$ cat src/rtl/fetch_decode_unit_if.sv
// Shared front-end types and the IR side of the issue-queue enqueue link.
// IQ_2_IR: ld_iq/control_word/rvfi from IR (master), issue_q_full_n from IQ (slave).
package tomasula_types;
    typedef enum logic [3:0] {
        OP_ADD = 4'd0,
        OP_SLL = 4'd1,
        OP_CMP = 4'd2,
        OP_XOR = 4'd3,
        OP_SHR = 4'd4,
        OP_OR  = 4'd5,
        OP_AND = 4'd6,
        OP_BR  = 4'd7,
        OP_LD  = 4'd8,
        OP_ST  = 4'd9
    } op_t;

    typedef struct packed {
        op_t         op;
        logic [31:0] og_instr;
        logic [31:0] og_pc;
        logic [31:0] pc;
        logic [4:0]  rd;
        logic [2:0]  funct3;
        logic        funct7;
        logic [4:0]  src1_reg;
        logic        src1_valid;
        logic [4:0]  src2_reg;
        logic        src2_valid;
        logic [31:0] src2_data;
    } ctl_word;
endpackage

package rv32i_types;
    typedef struct packed {
        logic        valid;
        logic [63:0] order;
        logic [31:0] inst;
        logic        trap;
        logic [4:0]  rs1_addr;
        logic [4:0]  rs2_addr;
        logic [31:0] rs1_rdata;
        logic [31:0] rs2_rdata;
        logic [4:0]  rd_addr;
        logic [31:0] rd_wdata;
        logic [31:0] pc_rdata;
        logic [31:0] pc_wdata;
        logic [31:0] mem_addr;
        logic [3:0]  mem_rmask;
        logic [3:0]  mem_wmask;
        logic [31:0] mem_rdata;
        logic [31:0] mem_wdata;
    } rvfi_word;
endpackage

interface IQ_2_IR;
    import tomasula_types::*;
    import rv32i_types::*;

    logic     ld_iq;
    ctl_word  control_word;
    rvfi_word rvfi;
    logic     issue_q_full_n;

    modport master (
        output ld_iq, control_word, rvfi,
        input  issue_q_full_n
    );
    modport slave (
        input  ld_iq, control_word, rvfi,
        output issue_q_full_n
    );
endinterface

$ cat src/rtl/fetch_decode_unit.sv
// In-order RV32I fetch + decode, one instruction in flight, enqueues into the IQ.
// Ports: clk_i/reset_n_i, imem_* fetch port, flush/flush_pc redirect, iq_ack, iq_ir_itf.
module fetch_decode_unit
    import tomasula_types::*;
    import rv32i_types::*;
#(
    parameter logic [31:0] PC_RESET = 32'h6000_0000
) (
    input  logic        clk_i,
    input  logic        reset_n_i,
    output logic        imem_read,
    output logic [31:0] imem_address,
    input  logic        imem_resp,
    input  logic [31:0] imem_rdata,
    input  logic        flush,
    input  logic [31:0] flush_pc,
    input  logic        iq_ack,
    IQ_2_IR.master      iq_ir_itf
);

    typedef enum logic [1:0] {FETCH, HOLD, DRAIN} state_t;

    state_t      state;
    logic [31:0] pc;
    logic [31:0] stale_addr;
    logic        ld_q;
    ctl_word     cw_q, cw_d;
    rvfi_word    rv_q, rv_d;

    // Reset gates the request so the port sees no read while held in reset.
    assign imem_read    = reset_n_i && (state != HOLD);
    assign imem_address = (state == DRAIN) ? stale_addr : pc;

    assign iq_ir_itf.ld_iq        = ld_q;
    assign iq_ir_itf.control_word = cw_q;
    assign iq_ir_itf.rvfi         = rv_q;

    logic [6:0]  opc;
    logic [31:0] imm_i, imm_u, imm_j;
    logic        is_op, is_opimm, is_load, is_store, is_branch;
    logic        is_jalr, is_jal, is_lui, is_auipc;

    assign opc   = imem_rdata[6:0];
    assign imm_i = {{20{imem_rdata[31]}}, imem_rdata[31:20]};
    assign imm_u = {imem_rdata[31:12], 12'h000};
    assign imm_j = {{12{imem_rdata[31]}}, imem_rdata[19:12],
                    imem_rdata[20], imem_rdata[30:21], 1'b0};

    assign is_op     = (opc == 7'b0110011);
    assign is_opimm  = (opc == 7'b0010011);
    assign is_load   = (opc == 7'b0000011);
    assign is_store  = (opc == 7'b0100011);
    assign is_branch = (opc == 7'b1100011);
    assign is_jalr   = (opc == 7'b1100111);
    assign is_jal    = (opc == 7'b1101111);
    assign is_lui    = (opc == 7'b0110111);
    assign is_auipc  = (opc == 7'b0010111);

    // SLT/SLTU share a class and ADD/SUB, SRL/SRA are split by funct3/funct7.
    function automatic op_t alu_class(input logic [2:0] f3);
        op_t r;
        unique case (f3)
            3'b000:         r = OP_ADD;
            3'b001:         r = OP_SLL;
            3'b010, 3'b011: r = OP_CMP;
            3'b100:         r = OP_XOR;
            3'b101:         r = OP_SHR;
            3'b110:         r = OP_OR;
            default:        r = OP_AND;
        endcase
        return r;
    endfunction

    always_comb begin
        cw_d          = '0;
        cw_d.og_instr = imem_rdata;
        cw_d.og_pc    = pc;
        cw_d.pc       = pc + 32'd4;
        cw_d.rd       = imem_rdata[11:7];
        cw_d.funct3   = imem_rdata[14:12];
        cw_d.funct7   = imem_rdata[30];
        cw_d.src1_reg = imem_rdata[19:15];
        cw_d.op       = alu_class(imem_rdata[14:12]);
        unique case (1'b1)
            is_op: begin
                cw_d.src2_reg = imem_rdata[24:20];
            end
            is_opimm: begin
                cw_d.src2_valid = 1'b1;
                cw_d.src2_data  = imm_i;
            end
            is_load: begin
                cw_d.op         = OP_LD;
                cw_d.src2_valid = 1'b1;
                cw_d.src2_data  = imm_i;
            end
            is_store: begin
                cw_d.op       = OP_ST;
                cw_d.src2_reg = imem_rdata[24:20];
                cw_d.rd       = 5'd0;
            end
            is_branch: begin
                cw_d.op       = OP_BR;
                cw_d.src2_reg = imem_rdata[24:20];
                cw_d.rd       = 5'd0;
            end
            is_jalr: begin
                cw_d.op         = OP_BR;
                cw_d.src2_valid = 1'b1;
                cw_d.src2_data  = imm_i;
            end
            is_jal: begin
                cw_d.op         = OP_BR;
                cw_d.src1_valid = 1'b1;
                cw_d.src2_valid = 1'b1;
                cw_d.src2_data  = imm_j;
            end
            is_lui: begin
                cw_d.op         = OP_ADD;
                cw_d.src1_valid = 1'b1;
                cw_d.src2_valid = 1'b1;
                cw_d.src2_data  = imm_u;
            end
            is_auipc: begin
                cw_d.op         = OP_ADD;
                cw_d.src1_valid = 1'b1;
                cw_d.src2_valid = 1'b1;
                cw_d.src2_data  = pc + imm_u;
            end
            default: begin
                // Unknown opcode becomes addi x0,x0,0.
                cw_d.op         = OP_ADD;
                cw_d.rd         = 5'd0;
                cw_d.funct3     = 3'd0;
                cw_d.funct7     = 1'b0;
                cw_d.src1_reg   = 5'd0;
                cw_d.src1_valid = 1'b1;
                cw_d.src2_valid = 1'b1;
                cw_d.src2_data  = 32'd0;
            end
        endcase
    end

    always_comb begin
        rv_d          = '0;
        rv_d.inst     = imem_rdata;
        rv_d.pc_rdata = pc;
        rv_d.pc_wdata = pc + 32'd4;
        rv_d.rs1_addr = cw_d.src1_valid ? 5'd0 : cw_d.src1_reg;
        rv_d.rs2_addr = cw_d.src2_reg;
        rv_d.rd_addr  = cw_d.rd;
    end

    always_ff @(posedge clk_i or negedge reset_n_i) begin
        if (!reset_n_i) begin
            state      <= FETCH;
            pc         <= PC_RESET;
            stale_addr <= '0;
            ld_q       <= 1'b0;
            cw_q       <= '0;
            rv_q       <= '0;
        end else begin
            unique case (state)
                FETCH: begin
                    if (flush) begin
                        pc   <= flush_pc;
                        ld_q <= 1'b0;
                        if (!imem_resp) begin
                            stale_addr <= pc;
                            state      <= DRAIN;
                        end
                    end else if (imem_resp) begin
                        cw_q  <= cw_d;
                        rv_q  <= rv_d;
                        ld_q  <= 1'b1;
                        state <= HOLD;
                    end
                end
                HOLD: begin
                    if (flush) begin
                        pc    <= flush_pc;
                        ld_q  <= 1'b0;
                        state <= FETCH;
                    end else if (iq_ack) begin
                        pc    <= pc + 32'd4;
                        ld_q  <= 1'b0;
                        state <= FETCH;
                    end
                end
                default: begin
                    if (flush) begin
                        pc <= flush_pc;
                    end
                    if (imem_resp) begin
                        state <= FETCH;
                    end
                end
            endcase
        end
    end

endmodule

$ cat src/flat_wrapper.sv
// flat-port wrapper written by rule: the top's interface ports become plain ports
module fetch_decode_unit_flat import tomasula_types::*; import rv32i_types::*;
#(
    parameter logic [31:0] PC_RESET = 32'h6000_0000
)
  (clk_i, reset_n_i, imem_read, imem_address, imem_resp, imem_rdata, flush, flush_pc, iq_ack, iq_ir_itf_ld_iq, iq_ir_itf_control_word, iq_ir_itf_rvfi, iq_ir_itf_issue_q_full_n);
  IQ_2_IR iq_ir_itf_i ();
  input  logic clk_i;
  input  logic reset_n_i;
  output logic imem_read;
  output logic [31:0] imem_address;
  input  logic imem_resp;
  input  logic [31:0] imem_rdata;
  input  logic flush;
  input  logic [31:0] flush_pc;
  input  logic iq_ack;
  output wire logic [$bits(iq_ir_itf_i.ld_iq)-1:0] iq_ir_itf_ld_iq;
  output wire logic [$bits(iq_ir_itf_i.control_word)-1:0] iq_ir_itf_control_word;
  output wire logic [$bits(iq_ir_itf_i.rvfi)-1:0] iq_ir_itf_rvfi;
  input wire logic [$bits(iq_ir_itf_i.issue_q_full_n)-1:0] iq_ir_itf_issue_q_full_n;
  assign iq_ir_itf_ld_iq = iq_ir_itf_i.ld_iq;
  assign iq_ir_itf_control_word = iq_ir_itf_i.control_word;
  assign iq_ir_itf_rvfi = iq_ir_itf_i.rvfi;
  assign iq_ir_itf_i.issue_q_full_n = iq_ir_itf_issue_q_full_n;
  fetch_decode_unit #(.PC_RESET(PC_RESET)) u_core (.clk_i(clk_i), .reset_n_i(reset_n_i), .imem_read(imem_read), .imem_address(imem_address), .imem_resp(imem_resp), .imem_rdata(imem_rdata), .flush(flush), .flush_pc(flush_pc), .iq_ack(iq_ack), .iq_ir_itf(iq_ir_itf_i));
endmodule
$ cat config.mk
export PLATFORM = sky130hd
export DESIGN_NAME = fetch_decode_unit_flat
export DESIGN_NICKNAME = d
export VERILOG_FILES = /design/src/rtl/fetch_decode_unit_if.sv /design/src/rtl/fetch_decode_unit.sv /design/src/flat_wrapper.sv
export SDC_FILE = /design/constraint.sdc
export NUM_CORES = 1
export LEC_CHECK = 0
export CORE_AREA = 2 2 243 245
export CTS_CLUSTER_DIAMETER = 150
export CTS_CLUSTER_SIZE = 25
export DETAILED_ROUTE_END_ITERATION = 8
export DIE_AREA = 0 0 245 247
export GPL_ROUTABILITY_DRIVEN = 0
export GPL_TIMING_DRIVEN = 0
export PLACE_DENSITY = 0.52
export SLEW_MARGIN = 10
export SYNTH_ARGS = -nofsm -noshare
export SYNTH_HDL_FRONTEND = slang
export SYNTH_SLANG_ARGS = --single-unit
$ cat constraint.sdc
create_clock -name clk_i -period 5.7 [get_ports clk_i]
set_clock_uncertainty 0.1 [all_clocks]
set_input_delay 0.57 -clock clk_i [delete_from_list [all_inputs] [get_ports clk_i]]
set_output_delay 0.57 -clock clk_i [all_outputs]
set_load 0.02 [all_outputs]
### Word-level counts from Yosys, hierarchy flattened

Cells that the tools add are included.

* $add $sub $neg: 2
* multiplexer cells: 25
* eq/ne operators: 21
* reductions and logical operators: 20
* bitwise operators: 2

Operator list (number)
* one-hot mux 33 bit (5 select lines): 1
* 2-to-1 mux 32 bit: 5
* adder 32 x 3 -> 32 bit (second input constant): 1
* adder 32 bit: 1
* == test 7 x 6 -> 1 bit (second input constant): 3
* == test 7 bit (second input constant): 3
* one-hot mux 3 bit (6 select lines): 1
* one-hot mux 4 bit (4 select lines): 1
* 2-to-1 mux 5 bit: 3
* == test 7 x 5 -> 1 bit (second input constant): 2
* 2-to-1 mux 2 bit: 6
* == test 3 bit (second input constant): 3
* 2-to-1 mux 9 bit: 1
* inequality test 3 bit (second input constant): 3
* AND reduction 3 bit: 3
* OR reduction 3 bit: 3
* OR reduction 9 bit: 1
* == test 7 x 2 -> 1 bit (second input constant): 1
* OR reduction 7 bit: 1
* == test 3 x 2 -> 1 bit (second input constant): 2
* nonzero test 2 bit: 3
* OR reduction 6 bit: 1
* 2-to-1 mux 1 bit: 5
* one-hot mux 2 bit (2 select lines): 1
* other kinds (13): 15

* bits of input ports: 70
* output and inout port bits: 564
* register bits: 225
* word-level logic and storage cells: 87

### Depth between registers and ports, before layout

Gate-level depths: netlist of the first run.

* depth in word-level cells: 4
* gate-level depth with buffers: 9
* depth with buffers taken out: 9

### Least setup slack after synthesis of the first run

Ideal clock, no wire load.

* path kind: in2reg
* from: in imem_rdata[12]
* to: reg u_core.cw_q, in the netlist u_core.iq_ir_itf.control_word[30]
* data required time: 5.468 ns
* setup slack: 3.001 ns
* setup time: 0.132 ns
* path buffers: 0
* data arrival time: 2.467 ns
* stages: 9
* path through: ha_1 -> fa_1 -> a21oi_1 -> o21ai_0 -> a211oi_1 -> o21ai_0 -> a31oi_1 -> xor2_1 -> o21ai_0

* cells in the longest elaborated chain, start to end: 2

RTL lines
* start, declared: RTL line flat_wrapper.sv:13 `input logic [31:0] imem_rdata;`
* adder 32 bit: RTL line fetch_decode_unit.sv:128 `cw_d.src2_data = pc + imm_u;`
* one-hot mux 33 bit (5 select lines): RTL line fetch_decode_unit.sv:84 `unique case (1'b1)`
* end signal, assigned: RTL line fetch_decode_unit.sv:173 `cw_q <= cw_d;`
* end, declared: RTL line fetch_decode_unit.sv:27 `ctl_word cw_q, cw_d;`

No other way between the ends.
A chain may end at the register's enable or synchronous reset.

### Worst setup path after layout of the first run

* from: reg u_core.state[1]
* to: out imem_address[11]

* cells in the longest elaborated chain, start to end: 2

RTL lines
* start, declared: RTL line fetch_decode_unit.sv:23 `state_t state;`
* start signal, assigned: RTL line fetch_decode_unit.sv:156 `state <= FETCH;`
* start signal, assigned: RTL line fetch_decode_unit.sv:170 `state <= DRAIN;`
* start signal, assigned: RTL line fetch_decode_unit.sv:176 `state <= HOLD;`
* == test 2 bit: RTL line fetch_decode_unit.sv:32 `assign imem_address = (state == DRAIN) ? stale_addr : pc;`
* 2-to-1 mux 32 bit: RTL line fetch_decode_unit.sv:32
* end, declared: RTL line flat_wrapper.sv:11 `output logic [31:0] imem_address;`

No other way between the ends.

==> impl_metrics.json, run 1 <==
{
  "outcome": "complete, no violations",
  "grt_pass1_vias": 11400,
  "arrival_ns": 3.34,
  "netlist_area_um2": 13820,
  "critPathTopFamily": "buffers and inverters",
  "synth_seq_area_share_pct": 40.39,
  "postLayoutCellArea_um2": 19890,
  "hold_violations": 0,
  "yosys_warnings": 0,
  "hold_depth": 2,
  "slowest_delay_ns": 0.67,
  "first_iter_violations": 580,
  "synth_most_common_cell": "buf_4",
  "vias_per_cell": 3.993,
  "num_vias": 11910,
  "clock_latency_ns": 0.52,
  "die_h_um": 247,
  "wire_per_inst_um": 17.62,
  "grt_max_degree": 87,
  "synth.avg_cell_area_um2": 8.895,
  "ys_types": 58,
  "portBuffers": 366,
  "ff2ff_path_depth": 9,
  "rsz0062_at_grt": "false",
  "final_antenna_net_count": 0,
  "crit_buf_inv": 3,
  "ys_async_sr_fraction_pct": 100.0,
  "area_delta_synth_final_pct": 43.92,
  "power.density_nw_per_um2": 307.5,
  "fin_crit_sh_pct": 70.37,
  "hpwl_um": 42140,
  "rows": 89,
  "setup_violations": 0,
  "leakagePower_nw": 9.453,
  "netlist.area_leader.share_pct": 40.01,
  "hold_class": "register to register",
  "drc": 0,
  "chipWidth_um": 245,
  "crit_fanout": 10,
  "worstSetupPathType": "register to output pin",
  "synth_edf_count": 0,
  "post-route-min-period_ns": 4.011,
  "drive_above_1_share_pct": 22.43,
  "startpoint": "u_core.state[1]",
  "peakVddDrop_v": 0.0001737,
  "crit_cells": 5,
  "r2r-start": "u_core.pc[12]",
  "cts_buffers": 12,
  "cts-root-buf": "clkbuf_16",
  "synth_commonest_cells": "buf_4 (378), nand2_1 (332), dfrtp_1 (221), o21ai_0 (126), mux2_2 (63)",
  "dieArea_um2": 60520,
  "slowest_stage": "nor2_1",
  "rrSetupSlack_ns": 2.70,
  "synth_area_leaders": "dfrtp_1 (40%), buf_4 (21%), nand2_1 (9.0%), mux2_2 (5.1%), o21ai_0 (4.6%)",
  "io_pins": 634,
  "wirelength_um": 52560,
  "cts.sinks": 223,
  "endpoint": "imem_address[11]",
  "cp-end-kind": "output pin",
  "post_cts_resized": 0,
  "timing.rr.end": "u_core.iq_ir_itf.control_word[30]",
  "slew_headroom_pct": 29.72,
  "core_area_um2": 58240,
  "cts_max_level": 1,
  "post_dp_cell_area_um2": 19520,
  "synth_seq_cells": 223,
  "clk_pin_slew_ns": 0.11,
  "max_freq_mhz": 249.3,
  "fin_nets": 2294,
  "start_util_pct": 23.74,
  "cp-start-kind": "register",
  "cts_tree": "yes",
  "path_cells": "inv_1 > nor2_1 > clkbuf_1 > mux2_2 > clkdlybuf4s50_1",
  "slew_viol_final": 0,
  "grt_pass1_wl_um": 75280,
  "required_ns": 5.03,
  "antenna_found_initial": 3,
  "nFillCells": 5978,
  "finalSetupTns_ns": 0,
  "grt_usage_pct": 16.62,
  "drtPass1Iterations": 7,
  "overflow": 0,
  "cts_buffer_depth": 3,
  "drv_cap": 0,
  "power.total_mw": 6.118,
  "tightest_slew_ns": 1.054,
  "ys.flop_type": "dfrtp_1",
  "synth.largest_area_cell": "dfrtp_1",
  "syn-instance-count": 1554
}
[cell type report]
class | instances | area [µm²] | area share [%]
Tap cell | 773 | 967.2 | 4.862
Clock buffer | 18 | 354.1 | 1.780
Buffer | 457 | 3186 | 16.01
Antenna cell | 3 | 7.507 | 0.03774
Sequential cell | 223 | 5583 | 28.06
Timing Repair Buffer | 370 | 3741 | 18.81
Inverter | 11 | 41.29 | 0.2075
Multi-Input combinational cell | 1128 | 6015 | 30.23
[power breakdown]
part | total, mW | internal, mW | switching (mW) | leakage [nW]
logic | 2.95 | 1.45 | 1.51 | 6.43
registers | 2.16 | 1.88 | 0.278 | 2.85
clock network | 1.00 | 0.436 | 0.565 | 0.172
total | 6.12 | 3.77 | 2.35 | 9.45
[what timing repair did]
item	CTS	global route
hold buffers	1	0
hold endpoints to repair	54	0
buffers inserted	0	0
[routing by layer]
layer / GRT usage (%) / share of wire, % / wire (µm)
met5: 0 / 0.038 / 20
met4: 3.533 / 1.9 / 999
met3: 3.582 / 6.6 / 3457
met2: 28.48 / 49 / 25690
met1: 21.42 / 43 / 22390
[cells in the final DEF (no fill, tap or decap), drive strengths merged, types with 4 or more instances in the layout]
cell           instances
buf                  401
clkdlybuf4s50        365
nand2                332
conb                 266
dfrtp                221
o21ai                129
clkbuf                78
mux2                  63
nor2                  54
xnor2                 53
a21oi                 41
xor2                  21
ha                    20
nand3                 18
a22oi                 12
and3                  12
nor3                  12
inv                   11
a21o                  10
a221oi                 9
a31oi                  8
and2                   7
nand4                  7
a22o                   6
nand2b                 5
o221ai                 5
or2                    4
[through the flow]
step | hold slack, ns | setup WS, ns | instances | util [%]
after CTS | 0.3925 | 1.463 | 2980 | 34.15
after global placement | 0.3605 | -6.199 | 2958 | 33.39
after floorplan | 0.1744 | 3.001 | 1819 | -
after detailed placement | 0.3662 | 1.795 | 2961 | 33.52
final | 0.3893 | 1.689 | 2983 | 34.16
after global routing | 0.4188 | 1.358 | 2981 | 34.15
[cell families (layout without fill, tap and decap cells)]
kind of cell,Yosys count,in the layout,synth area share (%)
compound gates,235,235,9.875
xor+xnor,74,74,4.689
fa+ha+maj,21,21,1.955
buf+inv,468,856,23.34
flops,223,223,40.39
mux,65,65,5.277
other cells,1,269,0.02713
simple gates,467,467,14.45
[worst min-delay path by stage]
stage	from	endpoint	slack, ns
2_1_floorplan	reset_n_i	u_core.iq_ir_itf.control_word[0]	0.17
3_3_place_gp	u_core.iq_ir_itf.control_word[15]	u_core.iq_ir_itf.control_word[15]	0.36
3_5_place_dp	u_core.iq_ir_itf.control_word[11]	u_core.iq_ir_itf.control_word[11]	0.37
4_1_cts	u_core.iq_ir_itf.control_word[24]	u_core.iq_ir_itf.control_word[24]	0.39
5_1_grt	u_core.iq_ir_itf.control_word[24]	u_core.iq_ir_itf.control_word[24]	0.42
6_report	u_core.iq_ir_itf.control_word[46]	u_core.iq_ir_itf.control_word[46]	0.39
[sequential cells by signal (all words and copies together) (netlist names)]
name                           flops
u_core.iq_ir_itf.control_word     52
u_core.stale_addr                 32
u_core.iq_ir_itf.ld_iq             1
u_core.state                       2
u_core.iq_ir_itf.rvfi            104
u_core.pc                         32
[worst reg2reg max path, cell delays in order (launching register included)]
cell      delay (ns)
dfrtp_1         0.47
ha_1            0.25
fa_1            0.44
a21oi_1         0.21
o21ai_0         0.22
a211oi_1        0.49
o21ai_0         0.24
a31oi_1         0.24
xor2_1          0.16
o21ai_0         0.08
Note: power is estimated with default switching activity, not from simulation.
==> run 2: changes to the inputs <==
CORE_AREA = 2 2 245 247   (was 2 2 243 245)
DIE_AREA = 0 0 247 249   (was 0 0 245 247)
PLACE_DENSITY = 0.53   (was 0.52)
clock period = 3.5 ns   (was 5.7 ns; I/O delays follow)
==> run 2 against run 1 <==
  * Final area about the same
  * Sequential cell count did not move
  * Critical path depth did not move
  * Via count up 1.0%
  * Final cell count barely moved
  * Clock power is 65% higher
  * Non-clock buffer count stayed put
  * First-iteration DRC count rose by 14%
  * Clock-buffer cell count grew 2
  * Die area is 1.6% higher
  * Combinational power up 63%
  * Total power rose by 63%
  * Largest power group unchanged
==> impl_metrics.json, run 2 (synthesis results as in run 1) <==
{
  "slew_viol_final": 0,
  "final_antenna_net_count": 0,
  "cts-root-buf": "clkbuf_16",
  "post-route-min-period_ns": 3.330,
  "grt_usage_pct": 16.59,
  "path_cells": "dlygate4sd3_1 > buf_8 > buf_16 > a21boi_0 > clkdlybuf4s50_1",
  "vias_per_cell": 4.030,
  "postLayoutCellArea_um2": 19910,
  "slew_headroom_pct": 36.70,
  "max_freq_mhz": 300.3,
  "ff2ff_path_depth": 8,
  "fin_crit_sh_pct": 95.13,
  "final_common_cell": "buf_4",
  "dp_slack_ns": -0.05892,
  "tightest_slew_ns": 0.9466,
  "dp_cells": 2961,
  "peakVddDrop_v": 0.0003302,
  "finalSetupTns_ns": 0,
  "grt_pass1_vias": 11800,
  "io_pins": 634,
  "crit_buf_inv": 4,
  "hold_slack_ns": 0.1889,
  "cts_max_level": 1,
  "slowest_delay_ns": 0.70,
  "clk_pin_slew_ns": 0.10,
  "cts_buffer_depth": 3,
  "die_h_um": 249,
  "cts_tree": "yes",
  "dieArea_um2": 61500,
  "num_vias": 12030,
  "hold_violations": 0,
  "rsz0062_at_grt": "false",
  "final_util_pct": 33.93,
  "cellInternalPower_mw": 6.149,
  "dr_wl_met3_um": 3079,
  "outcome": "complete, no violations",
  "cts.sinks": 223,
  "start_util_pct": 23.55,
  "combPwrFrac_pct": 48.3,
  "core_area_um2": 58690,
  "crit_cells": 5,
  "nFillCells": 6079,
  "worstSetupPathType": "input port to output pin",
  "drc": 0,
  "fin_nets": 2294,
  "antenna_found_initial": 4,
  "drv_cap": 0,
  "cp-start-kind": "input port",
  "leakagePower_nw": 9.462,
  "wl_met1_um": 22390,
  "crit_fanout": 98,
  "layout_common_cells": "buf_4 (379), clkdlybuf4s50_1 (365), nand2_1 (332), conb_1 (266), dfrtp_1 (221)",
  "power.total_mw": 9.980,
  "grt_max_degree": 99,
  "switching_power_mw": 3.831,
  "drtPass1Iterations": 5,
  "overflow": 0,
  "setup_violations": 0,
  "chipWidth_um": 247,
  "cp-end-kind": "output pin",
  "required_ns": 3.05,
  "largest_reg_flops": 104,
  "arrival_ns": 2.88,
  "swShare_pct": 38.39,
  "cts_buffers": 12,
  "rows": 89,
  "clock_latency_ns": 0.51,
  "drive_above_1_share_pct": 22.54,
  "post_dp_cell_area_um2": 19520,
  "wire_per_inst_um": 17.74,
  "grt_pass1_wl_um": 76550,
  "top_layer": "met5",
  "setup_ws_ns": 0.1705,
  "seqPwrFrac_pct": 35.2,
  "portBuffers": 366,
  "hold_class": "input port to asynchronous set/reset pin",
  "dr_wl_met2_um": 25920,
  "slowest_stage": "clkdlybuf4s50_1",
  "clock_power_share_pct": 16.5,
  "power.density_nw_per_um2": 501.2,
  "hpwl_um": 42510,
  "wirelength_um": 52970,
  "critPathTopFamily": "buffers and inverters",
  "first_iter_violations": 659,
  "final-instance-count-excl-fill": 2985,
  "area_delta_synth_final_pct": 44.04
}
==> run 2: final cells by class <==
cell class | count | area (µm²) | share of cell area (%)
Multi-Input combinational cell | 1128 | 6022 | 30.24
Buffer | 457 | 3188 | 16.01
Inverter | 11 | 41.29 | 0.2074
Timing Repair Buffer | 370 | 3741 | 18.79
Antenna cell | 3 | 7.507 | 0.03770
Tap cell | 773 | 967.2 | 4.857
Sequential cell | 223 | 5583 | 28.04
Clock buffer | 20 | 361.6 | 1.816
==> run 2: repair_timing <==
item / CTS / global route
setup endpoints to repair: 27 / 10
pin swaps: 0 / 0
resized for setup: 3 / 1
hold endpoints to repair: 53 / 0
buffers inserted: 0 / 0
hold buffers: 1 / 0
==> run 2: worst reg2reg max path: cells and delay by family (launching register included) <==
| family | cells | cell delay, ns |
|---|---|---|
| simple gates | 5 | 1.78 |
| flops | 1 | 0.60 |
| fa+ha+maj | 1 | 0.32 |
| xor+xnor | 1 | 0.13 |
| compound gates | 1 | 0.09 |
==> run 2: power groups by stage <==
stage               Combinational, mW  Sequential [mW]  Clock [mW]
detailed placement               4.85             3.58           0
CTS                              4.86             3.53        1.74
global placement                 4.81             3.57           0
finish                           4.82             3.51        1.65
floorplan                        2.41             3.83           0
global route                     5.13             3.60        1.80
==> run 2: path summary, 6_finish.rpt <==
| kind | endpoint | startpoint | slack [ns] |
|---|---|---|---|
| max | imem_read | reset_n_i | 0.17 |
| min | u_core.iq_ir_itf.control_word[43] | reset_n_i | 0.19 |
| max reg2reg | u_core.pc[28] | u_core.pc[3] | 0.36 |
| min reg2reg | u_core.iq_ir_itf.control_word[46] | u_core.iq_ir_itf.control_word[46] | 0.39 |
| max in group asynchronous | u_core.stale_addr[10] | reset_n_i | 2.25 |
| min in group clk_i | u_core.pc[29] | flush_pc[29] | 0.28 |
==> run 2: layer usage <==
metal  vias up  track usage [%]
li1       5775                -
met1      5741            21.08
met2       447            28.80
met3        62            2.801
met4         4            4.406
met5         -                0
